===== src/rtl/ppu_pkg.sv =====
// Shared constants, pipeline payload types and the NES RGB colour table for the PPU pixel path.
package ppu_pkg;

    localparam int unsigned PAL_ENTRIES = 32;
    localparam int unsigned NES_COLORS  = 64;
    localparam int unsigned LATENCY     = 3;
    localparam int unsigned PAL_AW      = 5;
    localparam int unsigned COLOR_W     = 6;
    localparam int unsigned RGB_W       = 24;

    // Stage-1 payload: resolved palette index plus the grayscale bit travelling with it.
    typedef struct packed {
        logic [PAL_AW-1:0] pal_idx;
        logic              gray;
    } s1_pix_t;

    // NES master palette as RGB888; unused slots (0x0D-0x0F, 0x1D-0x1F, 0x2E-0x2F, 0x3E-0x3F) are black.
    localparam logic [RGB_W-1:0] NES_RGB [NES_COLORS] = '{
        24'h7C7C7C, 24'h0000FC, 24'h0000BC, 24'h4428BC, 24'h940084, 24'hA80020, 24'hA81000, 24'h881400,
        24'h503000, 24'h007800, 24'h006800, 24'h005800, 24'h004058, 24'h000000, 24'h000000, 24'h000000,
        24'hBCBCBC, 24'h0078F8, 24'h0058F8, 24'h6844FC, 24'hD800CC, 24'hE40058, 24'hF83800, 24'hE45C10,
        24'hAC7C00, 24'h00B800, 24'h00A800, 24'h00A844, 24'h008888, 24'h000000, 24'h000000, 24'h000000,
        24'hF8F8F8, 24'h3CBCFC, 24'h6888FC, 24'h9878F8, 24'hF878F8, 24'hF85898, 24'hF87858, 24'hFCA044,
        24'hF8B800, 24'hB8F818, 24'h58D854, 24'h58F898, 24'h00E8D8, 24'h787878, 24'h000000, 24'h000000,
        24'hFCFCFC, 24'hA4E4FC, 24'hB8B8F8, 24'hD8B8F8, 24'hF8B8F8, 24'hF8A4C0, 24'hF0D0B0, 24'hFCE0A8,
        24'hF8D878, 24'hD8F878, 24'hB8F8B8, 24'hB8F8D8, 24'h00FCFC, 24'hF8D8F8, 24'h000000, 24'h000000
    };

    // Sprite backdrop slots (low two bits zero) alias the matching background slot.
    function automatic logic [PAL_AW-1:0] pal_mirror(input logic [PAL_AW-1:0] addr);
        return (addr[1:0] == 2'b00) ? {1'b0, addr[3:0]} : addr;
    endfunction

endpackage


===== src/rtl/ppu_palette_rom.sv =====
// Registered 64-entry NES colour index to RGB888 lookup; emits black when not enabled.
module ppu_palette_rom
    import ppu_pkg::*;
(
    input  logic               clk,
    input  logic               i_rst,
    input  logic               i_ce,
    input  logic               i_en,
    input  logic [COLOR_W-1:0] i_idx,
    output logic [RGB_W-1:0]   o_rgb
);

    // Colour lookup register; blanks the output for non-visible slots.
    always_ff @(posedge clk) begin
        if (i_rst) begin
            o_rgb <= '0;
        end else if (i_ce) begin
            o_rgb <= i_en ? NES_RGB[i_idx] : '0;
        end
    end

endmodule


===== src/rtl/ppu_pixel_mux.sv =====
// Final PPU pixel stage: bg/sprite priority, palette RAM, grayscale, RGB lookup and sprite-0 hit.
module ppu_pixel_mux #(
    parameter int unsigned LATENCY = 3
) (
    input  logic        clk,
    input  logic        i_rst,
    input  logic        i_ce,
    input  logic        i_active,
    input  logic [7:0]  i_x,
    input  logic [3:0]  i_bg,
    input  logic [4:0]  i_spr,
    input  logic        i_spr0,
    input  logic        i_bg_en,
    input  logic        i_spr_en,
    input  logic        i_bg_clip,
    input  logic        i_spr_clip,
    input  logic        i_gray,
    input  logic        i_exiting_vblank,
    input  logic        i_pal_we,
    input  logic [4:0]  i_pal_addr,
    input  logic [5:0]  i_pal_wdata,
    output logic [5:0]  o_pal_rdata,
    output logic [23:0] o_pixel,
    output logic        o_valid,
    output logic        o_spr0_hit
);

    import ppu_pkg::*;

    logic [LATENCY-1:0]  vld_q;
    s1_pix_t             s1_q;
    logic [COLOR_W-1:0]  s2_color_q;
    logic [COLOR_W-1:0]  pal_ram [PAL_ENTRIES];

    logic                in_clip_c;
    logic                bg_vis_c;
    logic                spr_vis_c;
    logic                hit_c;
    logic [PAL_AW-1:0]   idx_c;

    // Clip/enable masking, opacity and priority resolve to a 5-bit palette index.
    always_comb begin
        in_clip_c = (i_x < 8'd8);
        bg_vis_c  = i_bg_en  && !(i_bg_clip  && in_clip_c) && (i_bg[1:0]  != 2'b00);
        spr_vis_c = i_spr_en && !(i_spr_clip && in_clip_c) && (i_spr[1:0] != 2'b00);
        idx_c     = '0;
        if (bg_vis_c && spr_vis_c) begin
            idx_c = i_spr[4] ? {1'b0, i_bg} : {1'b1, i_spr[3:0]};
        end else if (bg_vis_c) begin
            idx_c = {1'b0, i_bg};
        end else if (spr_vis_c) begin
            idx_c = {1'b1, i_spr[3:0]};
        end
        hit_c = i_active && bg_vis_c && spr_vis_c && i_spr0 && (i_x != 8'd255);
    end

    // Visible-pixel marker travelling alongside the data stages.
    always_ff @(posedge clk) begin
        if (i_rst) begin
            vld_q <= '0;
        end else if (i_ce) begin
            vld_q <= {vld_q[LATENCY-2:0], i_active};
        end
    end

    // S1: resolved palette index.
    always_ff @(posedge clk) begin
        if (i_rst) begin
            s1_q <= '0;
        end else if (i_ce) begin
            s1_q.pal_idx <= idx_c;
            s1_q.gray    <= i_gray;
        end
    end

    // S2: palette RAM read (pre-write contents) with grayscale masking.
    always_ff @(posedge clk) begin
        if (i_rst) begin
            s2_color_q <= '0;
        end else if (i_ce) begin
            s2_color_q <= pal_ram[pal_mirror(s1_q.pal_idx)] & (s1_q.gray ? 6'h30 : 6'h3F);
        end
    end

    // S3: colour index to RGB888.
    ppu_palette_rom u_rom (
        .clk   (clk),
        .i_rst (i_rst),
        .i_ce  (i_ce),
        .i_en  (vld_q[LATENCY-2]),
        .i_idx (s2_color_q),
        .o_rgb (o_pixel)
    );

    assign o_valid = vld_q[LATENCY-1];

    // Palette RAM write port; contents survive reset.
    always_ff @(posedge clk) begin
        if (i_ce && i_pal_we) begin
            pal_ram[pal_mirror(i_pal_addr)] <= i_pal_wdata;
        end
    end

    // CPU read port, write-first on a same-cycle write.
    always_ff @(posedge clk) begin
        if (i_rst) begin
            o_pal_rdata <= '0;
        end else if (i_ce) begin
            o_pal_rdata <= i_pal_we ? i_pal_wdata : pal_ram[pal_mirror(i_pal_addr)];
        end
    end

    // Sticky sprite-0 hit; leaving vblank clears and overrides a same-cycle set.
    always_ff @(posedge clk) begin
        if (i_rst) begin
            o_spr0_hit <= 1'b0;
        end else if (i_ce) begin
            if (i_exiting_vblank) begin
                o_spr0_hit <= 1'b0;
            end else if (hit_c) begin
                o_spr0_hit <= 1'b1;
            end
        end
    end

endmodule


===== config.mk =====
export PLATFORM = sky130hd
export DESIGN_NAME = ppu_pixel_mux
export DESIGN_NICKNAME = d
export VERILOG_FILES = /design/src/rtl/ppu_pkg.sv /design/src/rtl/ppu_palette_rom.sv /design/src/rtl/ppu_pixel_mux.sv
export SDC_FILE = /design/constraint.sdc
export NUM_CORES = 1
export LEC_CHECK = 0
export ABC_AREA = 1
export BUFFER_PORTS_ARGS = -buffer_cell sky130_fd_sc_hd__buf_2
export CAP_MARGIN = 20
export CORE_ASPECT_RATIO = 1.5
export CORE_MARGIN = 5
export CORE_UTILIZATION = 35
export CTS_BUF_LIST = sky130_fd_sc_hd__clkbuf_8
export DETAILED_ROUTE_END_ITERATION = 8
export PLACE_DENSITY = 0.63
export SKIP_CTS_REPAIR_TIMING = 1
export SYNTH_ARGS = -nofsm -noshare
export SYNTH_HDL_FRONTEND = slang
export SYNTH_SLANG_ARGS = --single-unit
export TNS_END_PERCENT = 30

===== constraint.sdc =====
create_clock -name clk -period 2 [get_ports clk]
set_clock_uncertainty 0.2 [all_clocks]
set_input_delay 0.3 -clock clk [delete_from_list [all_inputs] [get_ports clk]]
set_output_delay 0.3 -clock clk [all_outputs]
set_load 0.01 [all_outputs]

==> results by group, run 1 <==
Worst hold path
  • Hold path depth: 5
  • Hold Path Class: in -> reg
  • Hold wc startpoint: i_bg_en
  • Hold Path End: s1_q[2]

Global route
  • Largest net degree at the start of global routing: 47
  • Vias in the first global route: 12,260
  • First-pass GRT wire length: 71,480 um
  • Initial antenna violation count: 1
  • Total congestion overflow: 0
  • Total track usage: 0.2288

Logic synthesis
  • Post-Syn Area per Cell: between 7 and 8 um2
  • Netlist area before placement: around 13,000 um2
  • Post-synthesis register bit count: roughly 230
  • Synth warnings: 0
  • Mapped Cells: roughly 1,600
  • Most frequent cell after synthesis: nand2_1
  • EDFF count, synth: ~190
  • Cell taking the most area after synthesis: edfxtp_1
  • Asr flop ratio synth: 0
  • Netlist cell types: 40
  • Ranking of synthesized cells by area: edfxtp_1, nand2_1, nand3_1
  • Main synth FF type: edfxtp_1
  • Post-synth top cells: nand2_1, edfxtp_1, nand3_1
  • Seq/Total Area, Yosys: 0.5111
  • Synth top area share: 0.4487

Floorplan
  • DIE WIDTH: approximately 170 um
  • Core ar.: around 36,000 um2
  • Die Y: roughly 240 um
  • Starting Density: 0.3522
  • I/O pin total: 72
  • Row count: 86
  • Die area: ~41,000 um2

Layout
  • Multi-input logic area: about 5400 um2
  • Post-route core utilization: 0.4343
  • Fillers: 3,599
  • Cell area after layout: ~16,000 um2
  • Share of cells above drive strength 1: 0.1790
  • Area grow syn2layout: 23.30%
  • Post-route insts no fill: ~2,400
  • Seq. cell area: roughly 6600 um2
  • Final Net Count: around 1,900

Worst setup path
  • Reg2reg setup slack: roughly 0.047 ns
  • Crit path top cell by count: nand3_1
  • RR Startpoint: s1_q[1]
  • CP delay by family, top: simple AND/OR/NAND/NOR gates
  • Slowest stage cell, crit path: dfxtp_4
  • CP Launch Type: flop
  • Data required, critical path: roughly 2.2 ns
  • Worst r2r dst: s2_color_q[1]
  • Kind of critical path: reg -> reg
  • WP buf/inv: 1
  • Worst EP arrival: ~2.2 ns
  • Worst r2r path cells: 8
  • CP cell instances: buf_12 > or2_2 > nand3_1 > nand3_1 > nand3_1 > nand3_1 > nand3_1 > a21oi_1
  • Crit path largest cell delay: about 0.39 ns
  • CP Max Fanout: 46
  • Worst Setup End Kind: flop

Place
  • Placed cell areas: roughly 15,000 um2
  • Detailed-placement wirelength estimate: about 36,000 um
  • Port bufs: 65
  • Pre-CTS setup slack: -0.08935 ns
  • Dpl cells: about 2,300
  • Final Wtd Congestion: roughly 1.0

Drt
  • Remaining DRCs: 0
  • Final ANT Viol Nets: 0
  • Post-Route WL: about 48,000 um
  • Detailed Routing Iterations Pass 1: 5
  • Starting DRT DRC Count: between 1,000 and 1,500
  • Vias: roughly 12,000
  • Vias per std cell: around 5.2
  • Wire per inst: 20.26 um

Timing
  • Worst-Margin Slew: around 0.60 ns
  • RSZ-0062 raised after global routing: yes
  • Minimum clock period: between 1.5 and 2 ns
  • Setup-failing EPs final: 0
  • Slew Limit Fails: 0
  • Final hold violation count: 1
  • Relative slew slack: 0.6022
  • Setup_tns: 0 ns
  • Fin worst setup slack: about 0.047 ns
  • Achievable Freq: roughly 510 MHz
  • Hold slack: -0.01857 ns
  • Tcrit/Tclk final: 0.9763

Power
  • Sw Share: 0.2915
  • Leak: ~7 nW
  • VDD IR max: 0.3376 mV
  • Int Pwr: between 8 and 9 mW
  • Gate power share: 0.180
  • Total Power: roughly 12 mW
  • NetSw: ~3.5 mW
  • Clock network fraction of design power: 0.369
  • Pwr dens: between 700 and 800 nW/um2
  • Flop pwr share: 0.451

Clock tree
  • Clock sink total: 232
  • H-Tree Depth: 2
  • CTS tree: done
  • CTS Buf Count: 38
  • Clock Latency Late Sink: slightly below 0.6 ns
  • Worst-path clk slew: 0.07 ns
  • CTS Buffer Depth: 3
  • CTS Root Cell: clkbuf_8

Flow run
  • Number of max-cap violations: 0

Run status
  • Violated checks: hold timing
  • Status: complete, but fails checks
worst max path at each step:
stage	startpoint	end	slack, ns	cells after the start
2_1_floorplan	i_pal_addr[0]	pal_ram[14][0]	0.12	6
3_3_place_gp	s2_color_q[0]	u_rom.o_rgb[6]	-0.11	10
3_5_place_dp	s2_color_q[0]	u_rom.o_rgb[4]	-0.09	12
4_1_cts	s2_color_q[0]	u_rom.o_rgb[4]	-0.10	12
5_1_grt	s2_color_q[1]	u_rom.o_rgb[4]	-0.05	12
6_report	s1_q[1]	s2_color_q[1]	0.05	8
logic make-up after synthesis:
group,after synthesis,share of synthesized area
and+or+nand+nor,915,0.2931
buffers and inverters,243,0.08531
DFF,232,0.5111
AOI/OAI and AO/OA,222,0.09894
adders and majority gates,10,0.009738
muxes,2,0.001558
other,1,0.0002919
state kept, by name, summed over array words and instances, names as in the netlist:
name         count
s2_color_q       6
pal_ram        192
vld_q            3
o_spr0_hit       1
s1_q             6
o_pal_rdata      6
u_rom.o_rgb     18
metal layers:
metal  part of all wire  routed length (um)  vias up  GRT usage
li1                   -                   -     5772          -
met4              0.066                3164        0     0.1380
met3              0.048                2297      172    0.03190
met5                  0                   0        -          0
met1               0.35               16720     5746     0.2374
met2               0.54               25550      480     0.4332
tightest hold or removal path, delay by kind of cell:
kind	cells	cell delay, ns
buffers and inverters	1	0.13
AOI/OAI and AO/OA	1	0.06
and+or+nand+nor	3	0.23
layout by cell type, fill, tap and decap left out, types with 2 or more instances in the layout:
master	count
nor2_1	152
clkinv_2	6
nand3b_1	2
nor2_2	5
nand3_2	2
mux2i_1	2
inv_6	3
buf_6	2
inv_1	144
or2_2	7
ha_1	6
nor2_4	2
o211ai_1	42
o21ai_1	14
o31ai_1	2
buf_2	65
o22ai_1	2
a31oi_1	4
nand2_4	2
bufinv_16	3
nand4_1	15
buf_12	20
o221ai_1	3
edfxtp_1	192
clkbuf_8	43
buf_4	143
nand2_1	557
dlygate4sd3_1	14
clkinv_1	5
ha_2	3
nand3_1	163
o21ai_0	76
conb_1	30
a21oi_1	69
nand2_2	4
a21oi_2	5
nor3_1	2
dfxtp_2	2
inv_2	10
dfxtp_1	37
power by group through the flow:
| stage | Clock, mW | Sequential, mW | Combinational, mW |
|---|---|---|---|
| 6_report | 4.42 | 5.40 | 2.16 |
| 5_1_grt | 4.70 | 5.41 | 2.34 |
| 4_1_cts | 4.50 | 5.40 | 2.09 |
| 3_5_place_dp | 0 | 5.50 | 2.08 |
| 3_3_place_gp | 0 | 5.50 | 2.10 |
| 2_1_floorplan | 0 | 5.49 | 1.12 |
area by class of cell:
type / instances / share of cell area
clock inverters: 23 / 0.01208
well taps: 484 / 0.03822
clock buffers: 43 / 0.03736
repair buffers: 244 / 0.1238
diodes: 1 / 0.0001580
inverters: 150 / 0.03570
multi-input cells: 1179 / 0.3378
flip-flops and latches: 232 / 0.4149
Note: power is estimated with default switching activity, not from simulation.
==> inputs of run 2 (changes only) <==
--- a/config.mk
+++ b/config.mk
@@ -9,7 +9,6 @@
 export BUFFER_PORTS_ARGS = -buffer_cell sky130_fd_sc_hd__buf_2
 export CAP_MARGIN = 20
 export CORE_ASPECT_RATIO = 1.5
-export CORE_MARGIN = 5
 export CORE_UTILIZATION = 35
 export CTS_BUF_LIST = sky130_fd_sc_hd__clkbuf_8
 export DETAILED_ROUTE_END_ITERATION = 8
==> run 2 against run 1 <==
The flow still finishes with violations (hold timing). Non-clock buffer count decreased by 23. Sequential power about the same. Combinational power decreased by 3%. Global-route usage increased by 1.6 points. Sequential share of layout area increased by 0.63 points. Clock-buffer cell count decreased by 3. Cell count decreased by 1.3%. Largest power group unchanged. Critical path depth increased by 2. Cell area decreased by 1.5%.
==> results by group, run 2 (synthesis results as in run 1) <==
Worst setup path
  • CP Max Fanout: 6
  • Worst r2r path cells: 10
  • Kind of critical path: reg -> reg
  • CP cell instances: buf_4 > ha_1 > inv_1 > nor2_1 > nand2_1 > buf_4 > nand3_1 > a21oi_1 > nand2_1 > a21oi_1
  • Worst EP arrival: approximately 2.2 ns
  • Worst Setup End Kind: flop
  • Crit path largest cell delay: 0.34 ns
  • CP Launch Type: flop
  • Data required, critical path: roughly 2.3 ns
  • Slowest stage cell, crit path: dfxtp_1

Run status
  • Violated checks: hold timing
  • Status: complete, but fails checks

Timing
  • Worst-Margin Slew: ~0.54 ns
  • Setup-failing EPs final: 0
  • Slew Limit Fails: 0
  • RSZ-0062 raised after global routing: yes
  • Tcrit/Tclk final: 0.9760
  • Fin worst setup slack: 0.04806 ns
  • Relative slew slack: 0.6413
  • Achievable Freq: 512.3 MHz
  • Minimum clock period: 1.952 ns
  • Setup_tns: 0 ns
  • Hold slack: -0.03290 ns
  • Final hold violation count: 3

Drt
  • Wire per inst: 19.62 um
  • Starting DRT DRC Count: 910
  • Detailed Routing Iterations Pass 1: 5
  • Remaining DRCs: 0
  • Vias per std cell: 5.174
  • Final ANT Viol Nets: 0
  • Vias: 12,030
  • Post-Route WL: 45,640 um

Power
  • Flop pwr share: 0.468
  • Int Pwr: about 8.1 mW
  • Gate power share: 0.181
  • NetSw: approximately 3.4 mW
  • Sw Share: 0.2984
  • Pwr dens: around 740 nW/um2
  • Leak: slightly below 7 nW
  • Clock network fraction of design power: 0.350
  • VDD IR max: approximately 0.4 mV
  • Total Power: around 12 mW

Layout
  • Most frequent cells in the layout: nand2_1, edfxtp_1, nand3_1
  • Max FFs per register: 192
  • Commonest non-fill, non-tap cell in the layout: nand2_1
  • Top reg by flops: pal_ram
  • Biggest regs: pal_ram: 192 flops, u_rom.o_rgb: 18 flops
  • Final Net Count: 1,872
  • Share of cells above drive strength 1: 0.1700
  • Area grow syn2layout: 21.48%

Worst hold path
  • Hold path depth: 5
  • Hold Path Class: in -> reg

Flow run
  • Number of max-cap violations: 0

Clock tree
  • CTS Root Cell: clkbuf_8
  • Worst-path clk slew: approximately 0.06 ns
  • H-Tree Depth: 2
  • CTS Buffer Depth: 3
  • CTS tree: done
  • CTS Buf Count: 38
  • Clock Latency Late Sink: approximately 0.58 ns
  • Clock sink total: roughly 230

Floorplan
  • DIE WIDTH: between 150 and 200 um
  • Die area: about 37,000 um2
  • Core ar.: ~36,000 um2
  • I/O pin total: 72
  • Row count: 85
  • Die Y: 236.7 um
  • Starting Density: 0.3564

Global route
  • Vias in the first global route: 11,610
  • Total track usage: 0.2453
  • Largest net degree at the start of global routing: 61
  • Total congestion overflow: 0
  • First-pass GRT wire length: between 60,000 and 70,000 um
  • Initial antenna violation count: 1

Place
  • Final Wtd Congestion: approximately 1.0
  • Port bufs: between 60 and 70
  • Pre-CTS setup slack: -0.05600 ns
  • Detailed-placement wirelength estimate: about 33,000 um
==> run 2: critical path: cells and delay by family, from the launching register on <==
family / cells / cell delay, ns
buffers and inverters: 3 / 0.37
DFF: 1 / 0.34
and+or+nand+nor: 4 / 0.62
adders and majority gates: 1 / 0.17
AOI/OAI and AO/OA: 2 / 0.17
==> run 2: path summary, 6_finish.rpt <==
check                       from              end  slack (ns)
setup / recovery   s2_color_q[0]  u_rom.o_rgb[11]        0.05
hold / removal          i_spr[0]          s1_q[1]       -0.03
setup reg to reg   s2_color_q[0]  u_rom.o_rgb[11]        0.05
hold reg to reg   u_rom.o_rgb[6]   u_rom.o_rgb[6]        0.26
==> run 2: cell type report <==
type | count | area, um2
fill | 3579 | 20440
sequential | 232 | 6574
multi-input combinational | 1179 | 5379
timing repair buffer | 221 | 1780
tap | 478 | 598.1
inverter | 150 | 563.0
clock buffer | 40 | 550.5
clock inverter | 25 | 161.4
antenna | 1 | 2.502
==> run 2: through the flow <==
step	cells	util	area, um2
after detailed placement	2242	0.4050	14600
final	2326	0.4329	15610
after CTS	2307	0.4247	15310
after global placement	2242	0.4050	14600
after global routing	2326	0.4329	15610
after floorplan	1654	-	12960
==> run 2: per-layer routing <==
layer,vias up,GRT usage,wire length (um)
li1,5727,-,-
met1,5636,0.2629,16240
met2,508,0.4359,23140
met3,163,0.03770,2862
met4,0,0.1670,3401
met5,-,0,0
==> run 2: power groups by stage <==
stage	Clock [mW]	Combinational, mW	Sequential, mW
after floorplan	0	1.12	5.49
after global placement	0	1.98	5.50
after detailed placement	0	1.97	5.50
after CTS	4.12	1.97	5.40
after global routing	4.30	2.28	5.41
final	4.04	2.09	5.40
==> inputs of run 3 (changes only) <==
--- a/config.mk
+++ b/config.mk
@@ -10,7 +10,7 @@
 export CAP_MARGIN = 20
 export CORE_ASPECT_RATIO = 1.5
 export CORE_UTILIZATION = 35
-export CTS_BUF_LIST = sky130_fd_sc_hd__clkbuf_8
+export CTS_BUF_LIST = sky130_fd_sc_hd__clkbuf_2 sky130_fd_sc_hd__clkbuf_4 sky130_fd_sc_hd__clkbuf_8
 export DETAILED_ROUTE_END_ITERATION = 8
 export PLACE_DENSITY = 0.63
 export SKIP_CTS_REPAIR_TIMING = 1
==> run 3 against run 2 <==
The flow still finishes with violations (hold timing). Combinational power is essentially flat. Hold slack better by 0.00098 ns. Routed wire length is essentially flat. Clock-buffer cell count grew 6. Non-clock buffer count down 1. Worst setup slack got worse by 0.020 ns. Utilization hardly changed. Highest routed layer unchanged.
==> results by group, run 3 (synthesis results as in run 1) <==
Run status
  • Status: complete, but fails checks
  • Violated checks: hold timing

Floorplan
  • Core ar.: 36,050 um2
  • Die Y: 236.7 um
  • Row count: 85
  • Starting Density: 0.3564
  • I/O pin total: 72
  • DIE WIDTH: ~160 um
  • Die area: between 30,000 and 40,000 um2

Global route
  • Total congestion overflow: 0
  • Largest net degree at the start of global routing: 61
  • Total track usage: 0.2455
  • Vias in the first global route: 11,630
  • First-pass GRT wire length: 67,900 um
  • Initial antenna violation count: 1

Clock tree
  • H-Tree Depth: 2
  • CTS Root Cell: clkbuf_8
  • Worst-path clk slew: roughly 0.06 ns
  • CTS Buffer Depth: 3
  • CTS Buf Count: 38
  • Clock Latency Late Sink: roughly 0.58 ns
  • Clock sink total: ~230
  • CTS tree: done

Drt
  • Vias: about 12,000
  • Vias per std cell: 5.168
  • Starting DRT DRC Count: ~950
  • Remaining DRCs: 0
  • Final ANT Viol Nets: 0
  • Post-Route WL: ~46,000 um
  • Detailed Routing Iterations Pass 1: 5
  • Wire per inst: approximately 20 um

Layout
  • Share of cells above drive strength 1: 0.1733
  • Commonest non-fill, non-tap cell in the layout: nand2_1
  • Top reg by flops: pal_ram
  • Post-route core utilization: 0.4330
  • Final Net Count: ~1,900
  • Post-route insts no fill: approximately 2,300
  • Area grow syn2layout: 21.50%
  • Biggest regs: pal_ram: 192 flops, u_rom.o_rgb: 18 flops
  • Most frequent cells in the layout: nand2_1, edfxtp_1, nand3_1
  • Max FFs per register: between 150 and 200

Timing
  • Tcrit/Tclk final: 0.9859
  • Minimum clock period: just under 2 ns
  • Final hold violation count: 3
  • RSZ-0062 raised after global routing: yes
  • Relative slew slack: 0.6328
  • Setup-failing EPs final: 0
  • Achievable Freq: ~510 MHz
  • Worst-Margin Slew: roughly 0.55 ns
  • Setup_tns: 0 ns
  • Hold slack: -0.03192 ns
  • Slew Limit Fails: 0

Place
  • Final Wtd Congestion: approximately 1.0
  • Port bufs: 65
  • Detailed-placement wirelength estimate: 33,110 um
  • Dpl cells: around 2,200

Worst hold path
  • Hold Path Class: in -> reg
  • Hold Path End: s1_q[1]
  • Hold path depth: 5
  • Hold wc startpoint: i_spr[0]

Worst setup path
  • Reg2reg setup slack: between 0.02 and 0.03 ns
  • Worst Setup End Kind: flop
  • CP cell instances: buf_4 > clkbuf_16 > o21ai_2 > inv_1 > nand3_1 > nand3_1 > a21oi_1
  • Worst r2r dst: s2_color_q[1]
  • RR Startpoint: s1_q[1]
  • Crit path top cell by count: nand3_1
  • Slowest stage cell, crit path: dfxtp_4
  • Worst EP arrival: ~2.2 ns
  • Worst setup startpoint: s1_q[1]
  • Crit path largest cell delay: approximately 0.44 ns
  • Worst r2r path cells: 7
  • Kind of critical path: reg -> reg
  • CP Launch Type: flop
  • Data required, critical path: 2.23 ns
  • CP Max Fanout: 30

Power
  • Leak: ~6.8 nW
  • VDD IR max: 0.4179 mV
  • Pwr dens: roughly 750 nW/um2
  • Total Power: roughly 12 mW

Flow run
  • Number of max-cap violations: 0
run 3: cell types whose count changed in the layout (fill, tap and decap cells not counted), moves of 2 or more:
cell / delta
nand3_1: -3
clkbuf_4: +6
inv_1: -6
ha_4: -2
nand3_2: +3
run 3: final cells by class:
class,count,area [um2]
Antenna cell,1,2.502
Clock buffer,46,595.6
Clock inverter,19,138.9
Fill cell,3587,20440
Inverter,150,563.0
Multi-Input combinational cell,1179,5364
Sequential cell,232,6574
Tap cell,478,598.1
Timing Repair Buffer,220,1775
run 3: metrics by stage:
| stage | setup WS [ns] | cell area [um2] |
|---|---|---|
| after global routing | -0.02842 | 15610 |
| after CTS | -0.004331 | 15340 |
| after global placement | -0.02052 | 14600 |
| after detailed placement | -0.05600 | 14600 |
| final | 0.02812 | 15610 |
| after floorplan | 0.1229 | 12960 |
run 3: worst max path at each step:
| stage | end | slack, ns | cells after the start |
|---|---|---|---|
| after floorplan | pal_ram[14][0] | 0.12 | 6 |
| after global placement | o_pal_rdata[2] | -0.02 | 12 |
| after detailed placement | o_pal_rdata[2] | -0.06 | 12 |
| after CTS | u_rom.o_rgb[3] | -0.004 | 10 |
| after global routing | u_rom.o_rgb[21] | -0.03 | 11 |
| final | s2_color_q[1] | 0.03 | 7 |
run 3: worst max-delay path, delay by kind of cell (launching register included):
family | cells | cell delay (ns)
compound gates | 2 | 0.16
buf+inv | 3 | 0.59
flops | 1 | 0.44
simple gates | 2 | 0.42
run 3: routing by layer:
layer  global-route usage  part of all wire  vias up
met5                    0                 0        -
met4               0.1702             0.076        0
met2               0.4346              0.50      501
li1                     -                 -     5730
met3              0.03971             0.063      172
met1               0.2621              0.36     5612
run 3: power by group:
| part | total (mW) | switching [mW] | internal [mW] | leakage [nW] |
|---|---|---|---|---|
| clock network | 4.16 | 2.03 | 2.12 | 0.379 |
| logic | 2.08 | 1.35 | 0.729 | 4.34 |
| registers | 5.40 | 0.0604 | 5.34 | 2.07 |
